==> src/rtl/fsm_slave.sv <==
// fsm_slave: bit-level I2C-style slave FSM (address match, write receive, read transmit).
// Define SLAVE_GLITCH_FILTER_EN to insert a 3-sample glitch filter after the synchronizers.
module fsm_slave #(
  parameter int SYNC_STAGES = 2
) (
  input  logic       clk,
  input  logic       rst_,
  input  logic       scl_in,
  input  logic       sda_in,
  input  logic [6:0] slave_addr,
  input  logic [7:0] tx_data,
  output logic       sda_out,
  output logic       sda_select,
  output logic [7:0] rx_data,
  output logic       rx_valid,
  output logic       tx_req,
  output logic       busy
);

  typedef enum logic [2:0] {
    IDLE, ADDR, ADDR_ACK, RX, RX_ACK, TX, TX_ACK
  } state_e;

  logic [SYNC_STAGES-1:0] scl_sync_q, sda_sync_q;
  logic scl_s, sda_s;
  logic scl_f, sda_f;
  logic scl_prev_q, sda_prev_q;
  logic scl_rise, scl_fall, start_det, stop_det;

  state_e     state_q, state_d;
  logic [2:0] cnt_q, cnt_d;
  logic [6:0] shift_q, shift_d;
  logic       sda_out_q, sda_out_d;
  logic       sda_sel_q, sda_sel_d;
  logic [7:0] rx_data_q, rx_data_d;
  logic       rx_valid_q, rx_valid_d;
  logic       tx_req_q, tx_req_d;
  logic [7:0] rx_byte;
  logic       load_tx;

  always_ff @(posedge clk or negedge rst_) begin
    if (!rst_) begin
      scl_sync_q <= '1;
      sda_sync_q <= '1;
    end else begin
      scl_sync_q <= {scl_sync_q[SYNC_STAGES-2:0], scl_in};
      sda_sync_q <= {sda_sync_q[SYNC_STAGES-2:0], sda_in};
    end
  end

  assign scl_s = scl_sync_q[SYNC_STAGES-1];
  assign sda_s = sda_sync_q[SYNC_STAGES-1];

`ifdef SLAVE_GLITCH_FILTER_EN
  logic [1:0] scl_hist_q, sda_hist_q;
  logic       scl_flt_q, sda_flt_q;

  always_ff @(posedge clk or negedge rst_) begin
    if (!rst_) begin
      scl_hist_q <= '1;
      sda_hist_q <= '1;
      scl_flt_q  <= 1'b1;
      sda_flt_q  <= 1'b1;
    end else begin
      scl_hist_q <= {scl_hist_q[0], scl_s};
      sda_hist_q <= {sda_hist_q[0], sda_s};
      scl_flt_q  <= scl_f;
      sda_flt_q  <= sda_f;
    end
  end

  // A new level is accepted only once the current and two previous samples agree.
  assign scl_f = (scl_s == scl_hist_q[0] && scl_s == scl_hist_q[1]) ? scl_s : scl_flt_q;
  assign sda_f = (sda_s == sda_hist_q[0] && sda_s == sda_hist_q[1]) ? sda_s : sda_flt_q;
`else
  assign scl_f = scl_s;
  assign sda_f = sda_s;
`endif

  always_ff @(posedge clk or negedge rst_) begin
    if (!rst_) begin
      scl_prev_q <= 1'b1;
      sda_prev_q <= 1'b1;
    end else begin
      scl_prev_q <= scl_f;
      sda_prev_q <= sda_f;
    end
  end

  assign scl_rise  = scl_f & ~scl_prev_q;
  assign scl_fall  = ~scl_f & scl_prev_q;
  assign start_det = scl_f & scl_prev_q & sda_prev_q & ~sda_f;
  assign stop_det  = scl_f & scl_prev_q & ~sda_prev_q & sda_f;

  always_ff @(posedge clk or negedge rst_) begin
    if (!rst_) begin
      state_q    <= IDLE;
      cnt_q      <= 3'd0;
      shift_q    <= 7'd0;
      sda_out_q  <= 1'b1;
      sda_sel_q  <= 1'b0;
      rx_data_q  <= 8'h00;
      rx_valid_q <= 1'b0;
      tx_req_q   <= 1'b0;
    end else begin
      state_q    <= state_d;
      cnt_q      <= cnt_d;
      shift_q    <= shift_d;
      sda_out_q  <= sda_out_d;
      sda_sel_q  <= sda_sel_d;
      rx_data_q  <= rx_data_d;
      rx_valid_q <= rx_valid_d;
      tx_req_q   <= tx_req_d;
    end
  end

  always_comb begin
    state_d    = state_q;
    cnt_d      = cnt_q;
    shift_d    = shift_q;
    sda_out_d  = sda_out_q;
    sda_sel_d  = sda_sel_q;
    rx_data_d  = rx_data_q;
    rx_valid_d = 1'b0;
    tx_req_d   = 1'b0;
    load_tx    = 1'b0;
    rx_byte    = {shift_q, sda_f};

    if (start_det) begin
      state_d   = ADDR;
      cnt_d     = 3'd0;
      sda_sel_d = 1'b0;
    end else if (stop_det) begin
      state_d   = IDLE;
      cnt_d     = 3'd0;
      sda_sel_d = 1'b0;
    end else begin
      case (state_q)
        IDLE: ;
        ADDR: begin
          if (scl_rise) begin
            shift_d = rx_byte[6:0];
            cnt_d   = cnt_q + 3'd1;
            if (cnt_q == 3'd7)
              state_d = (rx_byte[7:1] == slave_addr) ? ADDR_ACK : IDLE;
          end
        end
        // First fall after bit 8 drives ACK, the fall ending bit 9 releases it.
        ADDR_ACK, RX_ACK: begin
          if (scl_fall) begin
            if (!sda_sel_q) begin
              sda_sel_d = 1'b1;
              sda_out_d = 1'b0;
            end else begin
              sda_sel_d = 1'b0;
              cnt_d     = 3'd0;
              if (state_q == RX_ACK || !shift_q[0])
                state_d = RX;
              else
                load_tx = 1'b1;
            end
          end
        end
        RX: begin
          if (scl_rise) begin
            shift_d = rx_byte[6:0];
            cnt_d   = cnt_q + 3'd1;
            if (cnt_q == 3'd7) begin
              rx_data_d  = rx_byte;
              rx_valid_d = 1'b1;
              state_d    = RX_ACK;
            end
          end
        end
        TX: begin
          if (scl_fall) begin
            if (cnt_q == 3'd7) begin
              sda_sel_d = 1'b0;
              state_d   = TX_ACK;
            end else begin
              cnt_d     = cnt_q + 3'd1;
              sda_out_d = shift_q[6];
              shift_d   = {shift_q[5:0], 1'b0};
            end
          end
        end
        // A NACK leaves at the rise, so any fall seen here follows a master ACK.
        TX_ACK: begin
          if (scl_rise && sda_f)
            state_d = IDLE;
          else if (scl_fall)
            load_tx = 1'b1;
        end
        default: state_d = IDLE;
      endcase
    end

    if (load_tx) begin
      state_d   = TX;
      cnt_d     = 3'd0;
      shift_d   = tx_data[6:0];
      sda_sel_d = 1'b1;
      sda_out_d = tx_data[7];
      tx_req_d  = 1'b1;
    end

    if (!sda_sel_d)
      sda_out_d = 1'b1;
  end

  assign sda_out    = sda_out_q;
  assign sda_select = sda_sel_q;
  assign rx_data    = rx_data_q;
  assign rx_valid   = rx_valid_q;
  assign tx_req     = tx_req_q;
  assign busy       = (state_q != IDLE);

endmodule

==> config.mk <==
export PLATFORM = sky130hd
export DESIGN_NAME = fsm_slave
export DESIGN_NICKNAME = d
export VERILOG_FILES = /design/src/rtl/fsm_slave.sv
export SDC_FILE = /design/constraint.sdc
export NUM_CORES = 1
export LEC_CHECK = 0
export CORE_MARGIN = 3
export CORE_UTILIZATION = 25
export CTS_BUF_LIST = sky130_fd_sc_hd__clkbuf_4 sky130_fd_sc_hd__clkbuf_8
export CTS_CLUSTER_DIAMETER = 150
export DETAILED_ROUTE_END_ITERATION = 16
export PLACE_DENSITY = 0.55
export SLEW_MARGIN = 5
export SYNTH_ARGS = -nofsm -noshare
export SYNTH_HDL_FRONTEND = slang
export SYNTH_SLANG_ARGS = --single-unit
==> constraint.sdc <==
create_clock -name clk -period 1.9 [get_ports clk]
set_input_delay 0.38 -clock clk [delete_from_list [all_inputs] [get_ports clk]]
set_output_delay 0.38 -clock clk [all_outputs]
set_load 0.01 [all_outputs]
# Yosys cells after proc, flatten, opt, wreduce, memory -nomap -nowiden
# Cells that the tools add are included.
[totals]
output_inout_bits = 13
elab_cells = 135
ff_bits = 31
input_bits = 19
[op_classes]
add_sub_neg = 1
muxes = 62
reduce_logical = 14
eq_ne = 33
n_bitwise = 13
[ops]
columns = ["op", "n"]
rows = [
  ["3-bit 2-to-1 mux", 21],
  ["5-bit inequality test (second input constant)", 11],
  ["7-bit 2-to-1 mux", 6],
  ["1-bit 2-to-1 mux", 28],
  ["4-bit inequality test (second input constant)", 5],
  ["3-bit one-hot mux with 6 select lines", 1],
  ["7-bit one-hot mux with 2 select lines", 1],
  ["3-bit equality test (second input constant)", 4],
  ["6-bit AND reduction", 2],
  ["11-bit AND reduction", 1],
  ["3-bit one-hot mux with 3 select lines", 1],
  ["1-bit bitwise AND", 7],
  ["7-bit equality test", 1],
  ["7-bit AND reduction", 1],
  ["3-bit by 2-bit equality test with 1-bit output (second input constant)", 2],
  ["3-bit by 2-bit inequality test with 1-bit output (second input constant)", 2],
  ["3-bit inequality test (second input constant)", 2],
  ["1-bit inverter", 6],
  ["1-bit one-hot mux with 2 select lines", 3],
  ["3-bit nonzero test", 2],
  ["6-bit nonzero test", 1],
  ["5-bit by 1-bit inequality test with 1-bit output (second input constant)", 1],
  ["5-bit AND reduction", 1],
  ["2-bit by 1-bit inequality test with 1-bit output (second input constant)", 2],
  ["10 further kinds", 11],
]

# Depth between registers and ports, before layout
# Gate-level depths: netlist of the first run.
[logic_depth]
ltp_word = 11
mapped_depth = 8
depth_no_buf = 7

# Worst setup path before layout of the first run
# Ideal clock, no wire load.
[synth_timing]
path_type = "reg2reg"
startpoint = "register cnt_q[0]"
endpoint = "register state_q[1]"
setup_slack_ns = -0.022
setup_time_ns = 0.094
stages_incl_launch_ff = 8
arrival_ns = 1.827
n_path_buf = 0
required_ns = 1.806
synth_period_minus_slack_ns = 1.922
cell_sequence = "dfrtp_1 > ha_1 > ha_1 > nand4b_1 > a21oi_1 > nor2_1 > or4_1 > a211oi_1"
[synth_via]
elab_chain_cells = 3
word_cells_on_any_way = 5
cone_classes = "eq/ne: 4; reduce/logical: 1"
[synth_lines]
columns = ["element", "line_no", "text"]
rows = [
  ["from (decl)", "31", "logic [2:0] cnt_q, cnt_d;"],
  ["from (signal assigned)", "107", "cnt_q <= cnt_d;"],
  ["3-bit equality test *", "144, 168, 177", ""],
  ["5-bit inequality test (no source line)", "n/a", ""],
  ["11-bit AND reduction (no source line) *", "n/a", ""],
  ["to (signal assigned)", "106", "state_q <= state_d;"],
  ["to (decl)", "30", "state_e state_q, state_d;"],
]
# Mark *: on every way between the ends. The rest lies on a longest branch, timed or not.
# A chain may end at the register's enable or synchronous reset.

# Worst setup path in the final report of the first run
[layout_timing]
startpoint = "register state_q[2]"
endpoint = "register state_q[1]"
[layout_via]
elab_chain_cells = 10
word_cells_on_any_way = 31
cone_classes = "eq/ne: 17; mux: 10; reduce/logical: 4"
[layout_lines]
columns = ["element", "line_no", "text"]
rows = [
  ["3-bit equality test", "138, 157", ""],
  ["1-bit logical OR", "157", "if (state_q == RX_ACK || !shift_q[0])"],
  ["1-bit 2-to-1 mux", "157", ""],
  ["1-bit 2-to-1 mux", "151", "if (!sda_sel_q) begin"],
  ["1-bit 2-to-1 mux", "150", "if (scl_fall) begin"],
  ["1-bit one-hot mux with 2 select lines", "138", "case (state_q)"],
  ["1-bit 2-to-1 mux", "133", "end else if (stop_det) begin"],
  ["1-bit 2-to-1 mux", "129", "if (start_det) begin"],
  ["5-bit inequality test (no source line) or 4-bit inequality test (tied branches)", "n/a", ""],
  ["11-bit AND reduction (no source line)", "n/a", ""],
]
# Parallel ways exist; a longest one is shown, timed or not.

==> results of run 1 <==
through the flow:
| step | setup WS [ns] | std cells | total power, W | hold WS [ns] | TNS [ns] |
|---|---|---|---|---|---|
| 3_3_place_gp | -0.222 | 307 | 0.00235 | 0.346 | -0.222 |
| 2_1_floorplan | 0.00275 | 176 | 0.00181 | 0.0844 | 0 |
| 4_1_cts | 0.0122 | 316 | 0.00296 | 0.354 | 0 |
| 6_report | 0.0323 | 317 | 0.00303 | 0.356 | 0 |
| 3_5_place_dp | -0.244 | 307 | 0.00235 | 0.350 | -0.244 |
| 5_1_grt | -0.0370 | 317 | 0.00325 | 0.360 | -0.0523 |
synth_stat cells, types with 3 or more instances:
library cell	instances	share of area [%]
sky130_fd_sc_hd__dfrtp_1	24	35
sky130_fd_sc_hd__o21ai_0	6	1.7
sky130_fd_sc_hd__nand3_1	3	0.86
sky130_fd_sc_hd__xor2_1	7	3.5
sky130_fd_sc_hd__mux2i_1	5	2.9
sky130_fd_sc_hd__clkbuf_1	5	1.1
sky130_fd_sc_hd__a21oi_1	9	2.6
sky130_fd_sc_hd__nor2_1	16	3.5
sky130_fd_sc_hd__mux2_2	8	5.2
sky130_fd_sc_hd__inv_1	5	1.1
sky130_fd_sc_hd__o22ai_1	3	1.1
sky130_fd_sc_hd__a211oi_1	5	2.2
sky130_fd_sc_hd__a31oi_1	6	2.2
sky130_fd_sc_hd__dfstp_2	7	11
sky130_fd_sc_hd__nand2_1	20	4.3
metal layers:
layer  GRT usage (%)  up-vias
met3            2.86        9
met1            17.5      702
met2            18.6       33
met4            5.95        0
met5               0        -
li1                -      760
power breakdown:
part,total (W),internal (W),leakage (nW),switching (W)
Sequential,0.000939,0.000791,0.373,0.000148
Clock,0.000591,0.000345,0.0549,0.000246
Combinational,0.00150,0.000756,0.662,0.000748
placed cells by master, fill, tap and decap left out, types with 3 or more instances in the layout:
cell and instances:
sky130_fd_sc_hd__clkbuf_8 7, sky130_fd_sc_hd__nand3_1 3, sky130_fd_sc_hd__xor2_1 7, sky130_fd_sc_hd__dfrtp_1 23
sky130_fd_sc_hd__nor2_1 15, sky130_fd_sc_hd__mux2i_1 5, sky130_fd_sc_hd__o21ai_0 5, sky130_fd_sc_hd__clkdlybuf4s50_1 28
sky130_fd_sc_hd__buf_4 32, sky130_fd_sc_hd__a31oi_1 6, sky130_fd_sc_hd__a211oi_1 3, sky130_fd_sc_hd__dfstp_2 7
sky130_fd_sc_hd__nand2_1 20, sky130_fd_sc_hd__a21oi_1 8, sky130_fd_sc_hd__mux2_2 8, sky130_fd_sc_hd__inv_1 5
timing repair:
item / CTS / global route
setup buffers: 1 / 1
endpoints found under the setup margin: 4 / 18
pin swaps: 6 / 4
gates resized for setup: 9 / 13
gates cloned: 0 / 0
sequential cells by signal (all words and copies together), names as in the netlist, 2 cells and up:
| signal | flops |
|---|---|
| rx_data | 8 |
| state_q | 3 |
| sda_sync_q | 2 |
| shift_q | 7 |
| cnt_q | 3 |
| scl_sync_q | 2 |
worst paths after layout:
check                                     endpoint               startpoint  slack [ns]
max                         state_q[1]$_DFFE_PN0P_   state_q[2]$_DFFE_PN0P_        0.03
min                        scl_sync_q[1]$_DFF_PN1_  scl_sync_q[0]$_DFF_PN1_        0.36
max reg2reg                 state_q[1]$_DFFE_PN0P_   state_q[2]$_DFFE_PN0P_        0.03
min reg2reg                scl_sync_q[1]$_DFF_PN1_  scl_sync_q[0]$_DFF_PN1_        0.36
max in group asynchronous      sda_out$_DFFE_PN1P_                     rst_        1.08
min in group asynchronous   state_q[0]$_DFFE_PN0P_                     rst_        0.49
cell families after synthesis:
family	after synthesis	synth area share (%)
AO/OA/AOI/OAI	45	18.5
multiplexers	14	8.70
adder cells (fa/ha/maj)	2	1.44
flip-flops	31	45.1
buffers and inverters	15	4.24
AND/OR/NAND/NOR	61	18.0
XOR/XNOR	8	4.03
final cells by class:
| type | count | share of cell area (%) |
|---|---|---|
| tap | 77 | 3.79 |
| inverter | 6 | 0.887 |
| sequential | 31 | 30.9 |
| clock buffer | 8 | 4.09 |
| timing repair buffer | 65 | 22.8 |
| multi-input combinational | 130 | 37.5 |
critical path, stage by stage, from the launching register on:
cell and delay, ns:
sky130_fd_sc_hd__dfrtp_2 0.49, sky130_fd_sc_hd__buf_4 0.19, sky130_fd_sc_hd__nor4_2 0.28, sky130_fd_sc_hd__a31oi_1 0.11, sky130_fd_sc_hd__or4_4 0.54, sky130_fd_sc_hd__a211oi_2 0.17
==> results.txt, run 1 <==
In the synthesized netlist the async set-or-reset flop fraction comes to 100%. The clock edge transition at the registers on the reported setup and hold paths works out to 0.07 ns. Setup repair after global routing could not meet its margin everywhere. The final critical path time including I/O delays and setup is 1.87 ns, and the die extent in x is 89.4 microns. The max-slew violation count came out at 0. The logs give 176 for the count of mapped cells out of synthesis and 187 microns for the routed wire length on met3. For the die area, the log shows 0.00800 sq mm.

For the insertion delay of the later-clocked pin in the worst-skew pair, the log shows 0.28 ns. Global routing consumed, over all layers together, 12.6% of the routing resources. The clock skew after layout was 0.00615 ns; the area of combinational cells with multiple inputs was 952 sq um. TritonCTS built the clock tree. The tree is rooted in a sky130_fd_sc_hd__clkbuf_8.

The number of H-tree levels was 2; the met1 routed wirelength after detailed routing was 2.23 mm. Headroom to the max-slew limit came out at 66.4%. The number of cells traversed by the worst hold path works out to 0. At the pin with the least slew margin, the transition time is 0.497 ns. After detailed routing, the average wire length per cell comes to 14.6 microns. The overall routed net length is 4.63 mm. Clock tree synthesis found a total of 31 sinks.

The peak supply drop is 0.487 mV. For the remaining antenna violation count after routing, the log shows 0. The first global-routing pass estimated 7.59 mm of wire.

The run finished with clean final reports. The number of unique standard cell types used by synthesis was 48; the number of endpoints with negative hold slack in the final report was 0. Summing all non-filler instances in the final layout gives an area of 0.00254 sq mm. The logs give 0 for the DRC violation count after routing and 26.6% for the effective utilization at floorplan. The relative area change from synthesis to final layout was 45.9%. Counting along the longest clock path gives a buffer depth of 2.

The number of vias after detailed routing came out at 1504. The logs give 2.10 ns for the required time at the worst-slack endpoint and 0.00174 sq mm for the cell area after synthesis. The tool flagged a number of max-cap violations equal to 0. The critical path start-end classification is register to register.

The highest metal layer with signal wires was met4. The run gives 666 as the number of fill cells in the layout. The type of the tightest min-delay check is register to register. 0 antenna diodes ended up in the layout.

Entering global routing, the biggest net connects 32 pins. Summing the sequential cell areas from Yosys gives 45.1% of the chip area. The run gives 0 as the total grt overflow. The initial antenna violation count came out at 0. The number of global-route vias before repair is 1523. The port buffer count was 31. A synthesized cell averages 9.89 sq um. The number of endpoints failing setup at the final stage is 0.

The analysis attributes to cell leakage a power of 1.09 nW. In this run, the number of DRC markers left after iteration 0 of detailed routing was 116. For this design, the CTS-stage hold fixing added 0 buffers. For this run, the share of the core covered by cells in the final layout is 38.9%. The tools report the core region area as 0.00653 sq mm. The synthesized design contains 0 enable-type register cells.

Yosys printed 0 warnings. In the final layout, the share of cells above drive strength 1 is 32.1%. The height of the die is 89.4 microns, and the floorplan row count is 29. Counting the buffers created by CTS gives 5.

At the end of routability-driven placement, the weighted congestion stood at 0.874. 32 I/O pins were placed. The power density over the cells is 1190 mW/mm^2.

The iteration count of the initial detailed-routing pass was 4. The sequential cells in the finished layout cover a total of 786 sq um. Of all nets on the critical path, the largest fanout is 11. The number of cells on the worst reg-to-reg path is 5, and the arrival time of the worst setup path is 2.07 ns.

In the synthesized netlist the dominant register cell turns out to be sky130_fd_sc_hd__dfrtp_1. The post-placement cell area was 0.00235 sq mm; the portion of the clock cycle consumed by the worst path in the final layout was 98.3%. In the final design database the tool counted 260 nets. Counting every net in the synthesized netlist gives 197. After synthesis the netlist holds a flip-flop and latch count of 31. The half-perimeter wire length of the detailed placement result was 3.36 mm; the met2 wire length was 2.09 mm.

Type of destination of the critical path: a register. Using the TritonRoute via totals, the vias-per-cell ratio works out to 4.74. The tools report the type of element launching the critical path as a register. Based on the critical path, the design can be clocked at up to 535 MHz.
Power figures use the tool's default switching activity.
==> inputs of run 2 (changes only) <==
--- a/config.mk
+++ b/config.mk
@@ -10,8 +10,10 @@
 export CTS_BUF_LIST = sky130_fd_sc_hd__clkbuf_4 sky130_fd_sc_hd__clkbuf_8
 export CTS_CLUSTER_DIAMETER = 150
 export DETAILED_ROUTE_END_ITERATION = 16
+export HOLD_SLACK_MARGIN = 0.12
 export PLACE_DENSITY = 0.55
 export SLEW_MARGIN = 5
 export SYNTH_ARGS = -nofsm -noshare
 export SYNTH_HDL_FRONTEND = slang
 export SYNTH_SLANG_ARGS = --single-unit
+export TNS_END_PERCENT = 1
==> run 2 against run 1 <==
  * Clock-buffer cell count stayed put
  * Hold slack is essentially flat
  * Global-route usage unchanged
  * Sequential share of layout area barely moved
  * Maximum frequency about the same
  * Worst setup slack worse by 0.0011 ns
  * Clock power about the same
  * Cell area barely moved
  * Non-clock buffer count did not move
  * Combinational power is essentially flat
  * Critical path type unchanged
  * Largest power group unchanged
  * Highest routed layer unchanged
==> results.txt, run 2 (synthesis gave the netlist of run 1 again) <==
The antenna cell count is 0 (unchanged), and the mean routed wirelength per cell is 14.6 microns (about the same). The die extent in x was 89.4 microns (unchanged). The number of cells in the finished layout apart from fillers was 317 (unchanged); the initial antenna violation count was 0 (unchanged). The peak supply drop is 0.487 mV (about the same), and the relative area change from synthesis to final layout is 45.8% (about the same).

The tools report the number of H-tree levels as 2 (unchanged). The half-perimeter wire length of the detailed placement result is 3.36 mm (unchanged). The height of the die works out to 89.4 microns (unchanged). The critical path is of the register to register type. The power density over the cells came out at 1190 mW/mm^2 (-0.12%). Type of element launching the critical path: a register.

The floorplan row count was 29 (unchanged); the number of fill cells in the layout was 667 (+0.15%). The max-slew violation count is 0 (unchanged), and the DRC violation count after routing is 0 (unchanged). Final cell utilization of the core: 38.9% (about the same).

The flow ran to the end, and the final reports show no timing, DRC or antenna violations. TritonCTS built the clock tree. The arrival time of the worst setup path came out at 2.07 ns (about the same).

The detailed-route vias per instance came out at 4.80 (+1.3%). Type of the tightest min-delay check: register to register. Effective utilization at floorplan: 26.6% (unchanged). The worst setup path is captured at a register.

The clock edge transition at the registers on the reported setup and hold paths is 0.07 ns (about the same). The highest metal layer with signal wires was met4. The run gives 1.09 nW (+0.11%) as the standby leakage power.

For the remaining max-slew budget at the tightest pin, the log shows 68.2% (+1.8 points). Setup repair after global routing could not meet its margin everywhere. The fraction of final layout cells with drive strength greater than 1 was 31.7% (-0.42 points).

The pre-CTS setup slack is -0.244 ns (unchanged), and the overall routed net length is 4.63 mm (about the same). The port buffer count was 31 (unchanged). The remaining antenna violation count after routing was 0 (unchanged); the required time at the worst-slack endpoint was 2.10 ns (about the same).

The library cell used most frequently in the layout, excluding fill and tap cells, is sky130_fd_sc_hd__buf_4. The transition time of the tightest slew-check pin is 0.471 ns (-0.0261 ns), and the max-cap violation count is 0 (unchanged). The number of endpoints with negative hold slack in the final report is 0 (unchanged). The logs give 2.07 mm (-1.0%) for the met2 wire length and 31 (unchanged) for the total clock sinks. The total routing usage reported by global routing was 12.6% (unchanged). The worst-case clock buffer depth is 2 (unchanged). The library cell used as clock root buffer is sky130_fd_sc_hd__clkbuf_8. The logs give 0.28 ns (about the same) for the insertion delay of the later-clocked pin in the worst-skew pair and 0.00800 sq mm (unchanged) for the die area. The global-route wire length before repair came out at 7.59 mm (unchanged). The upper clock frequency limit was 535 MHz (about the same).

The final critical path time including I/O delays and setup was 1.87 ns (+0.00107 ns); the maximum number of pins on one net before global-route repair was 32 (unchanged). The number of nets in the layout was 260 (unchanged); the worst path setup slack after routing was 0.0313 ns (-0.00107 ns). The number of global-route vias before repair was 1523 (unchanged); the iteration count of the initial detailed-routing pass was 4 (unchanged). The cell count after placement was 307 (unchanged).

The portion of the clock cycle consumed by the worst path in the final layout was 98.4% (about the same); the core region area was 0.00653 sq mm (unchanged). For the routed wire length on met3, the log shows 200 microns (+7.0%). The top cell types in the final layout, fill and taps aside, are 32 x sky130_fd_sc_hd__buf_4, 28 x sky130_fd_sc_hd__clkdlybuf4s50_1, 23 x sky130_fd_sc_hd__dfrtp_1. The met1 routed wirelength after detailed routing was 2.22 mm (about the same); the number of flip-flops in the largest register was 8 (unchanged). The number of vias after detailed routing was 1523 (+1.3%); the number of endpoints failing setup at the final stage was 0 (unchanged).

The logs give 95 (-18%) for the initial DRC count and 32 (unchanged) for the number of ports placed on the die boundary. The clock skew after layout was 0.00413 ns (-0.00203 ns); the maximum net fanout on the critical path was 11 (unchanged). The total grt overflow is 0 (unchanged), and the routability-driven placement congestion ratio is 0.874 (unchanged). The number of buffers inserted during clock tree synthesis was 5 (unchanged).
[run 2: changes by cell type in the layout (fill, tap and decap cells not counted)]
| cell | delta |
|---|---|
| sky130_fd_sc_hd__a21boi_0 | -1 |
| sky130_fd_sc_hd__a21boi_1 | +1 |
| sky130_fd_sc_hd__nor2_1 | +1 |
| sky130_fd_sc_hd__nor2_2 | -1 |
| sky130_fd_sc_hd__o21ai_0 | +1 |
| sky130_fd_sc_hd__o21ai_1 | -1 |
[run 2: final cells by class]
class | count | area [sq um] | area share (%)
multi-input combinational | 130 | 950 | 37.4
sequential | 31 | 786 | 31.0
timing repair buffer | 65 | 579 | 22.8
clock buffer | 8 | 104 | 4.09
tap | 77 | 96.3 | 3.80
inverter | 6 | 22.5 | 0.888
[run 2: stage by stage]
step	power, W	hold WS (ns)	instance area, sq um	TNS, ns
3_5_place_dp	0.00235	0.350	2350	-0.244
4_1_cts	0.00296	0.354	2480	0
5_1_grt	0.00324	0.360	2540	-0.0733
3_3_place_gp	0.00235	0.346	2350	-0.222
2_1_floorplan	0.00181	0.0844	1740	0
6_report	0.00303	0.355	2540	0
[run 2: per-layer routing]
layer	vias to the layer above	GRT usage, %
li1	761	-
met1	710	17.5
met2	41	18.6
met3	11	2.86
met4	0	5.95
met5	-	0
[run 2: power breakdown]
group / switching [W] / internal (W) / leakage (nW) / total, W
combinational: 0.000742 / 0.000752 / 0.663 / 0.00149
sequential: 0.000148 / 0.000791 / 0.373 / 0.000939
clock: 0.000249 / 0.000345 / 0.0549 / 0.000594
[run 2: timing repair]
action                                 in CTS  in global routing
buffers inserted                            1                  1
gates resized for setup                     9                 12
pin swaps                                   6                  3
gates cloned                                0                  0
setup endpoints to repair                   4                 18
hold buffers                                0                  0
endpoints found under the hold margin       0                  0
[run 2: final timing paths]
kind | from | to | slack, ns | cells past startpoint
max in group asynchronous | rst_ | sda_out$_DFFE_PN1P_ | 1.08 | 2
worst max register to register | state_q[2]$_DFFE_PN0P_ | state_q[1]$_DFFE_PN0P_ | 0.03 | 5
worst max-delay path | state_q[2]$_DFFE_PN0P_ | state_q[1]$_DFFE_PN0P_ | 0.03 | 5
worst min-delay path | scl_sync_q[0]$_DFF_PN1_ | scl_sync_q[1]$_DFF_PN1_ | 0.36 | 0
worst min register to register | scl_sync_q[0]$_DFF_PN1_ | scl_sync_q[1]$_DFF_PN1_ | 0.36 | 0
min in group asynchronous | rst_ | state_q[0]$_DFFE_PN0P_ | 0.49 | 2
[run 2: worst max-delay path, stage by stage, from the launching register on]
cell and delay, ns:
sky130_fd_sc_hd__dfrtp_2 0.49, sky130_fd_sc_hd__buf_4 0.19, sky130_fd_sc_hd__nor4_2 0.28, sky130_fd_sc_hd__a31oi_1 0.11, sky130_fd_sc_hd__or4_4 0.54, sky130_fd_sc_hd__a211oi_2 0.17
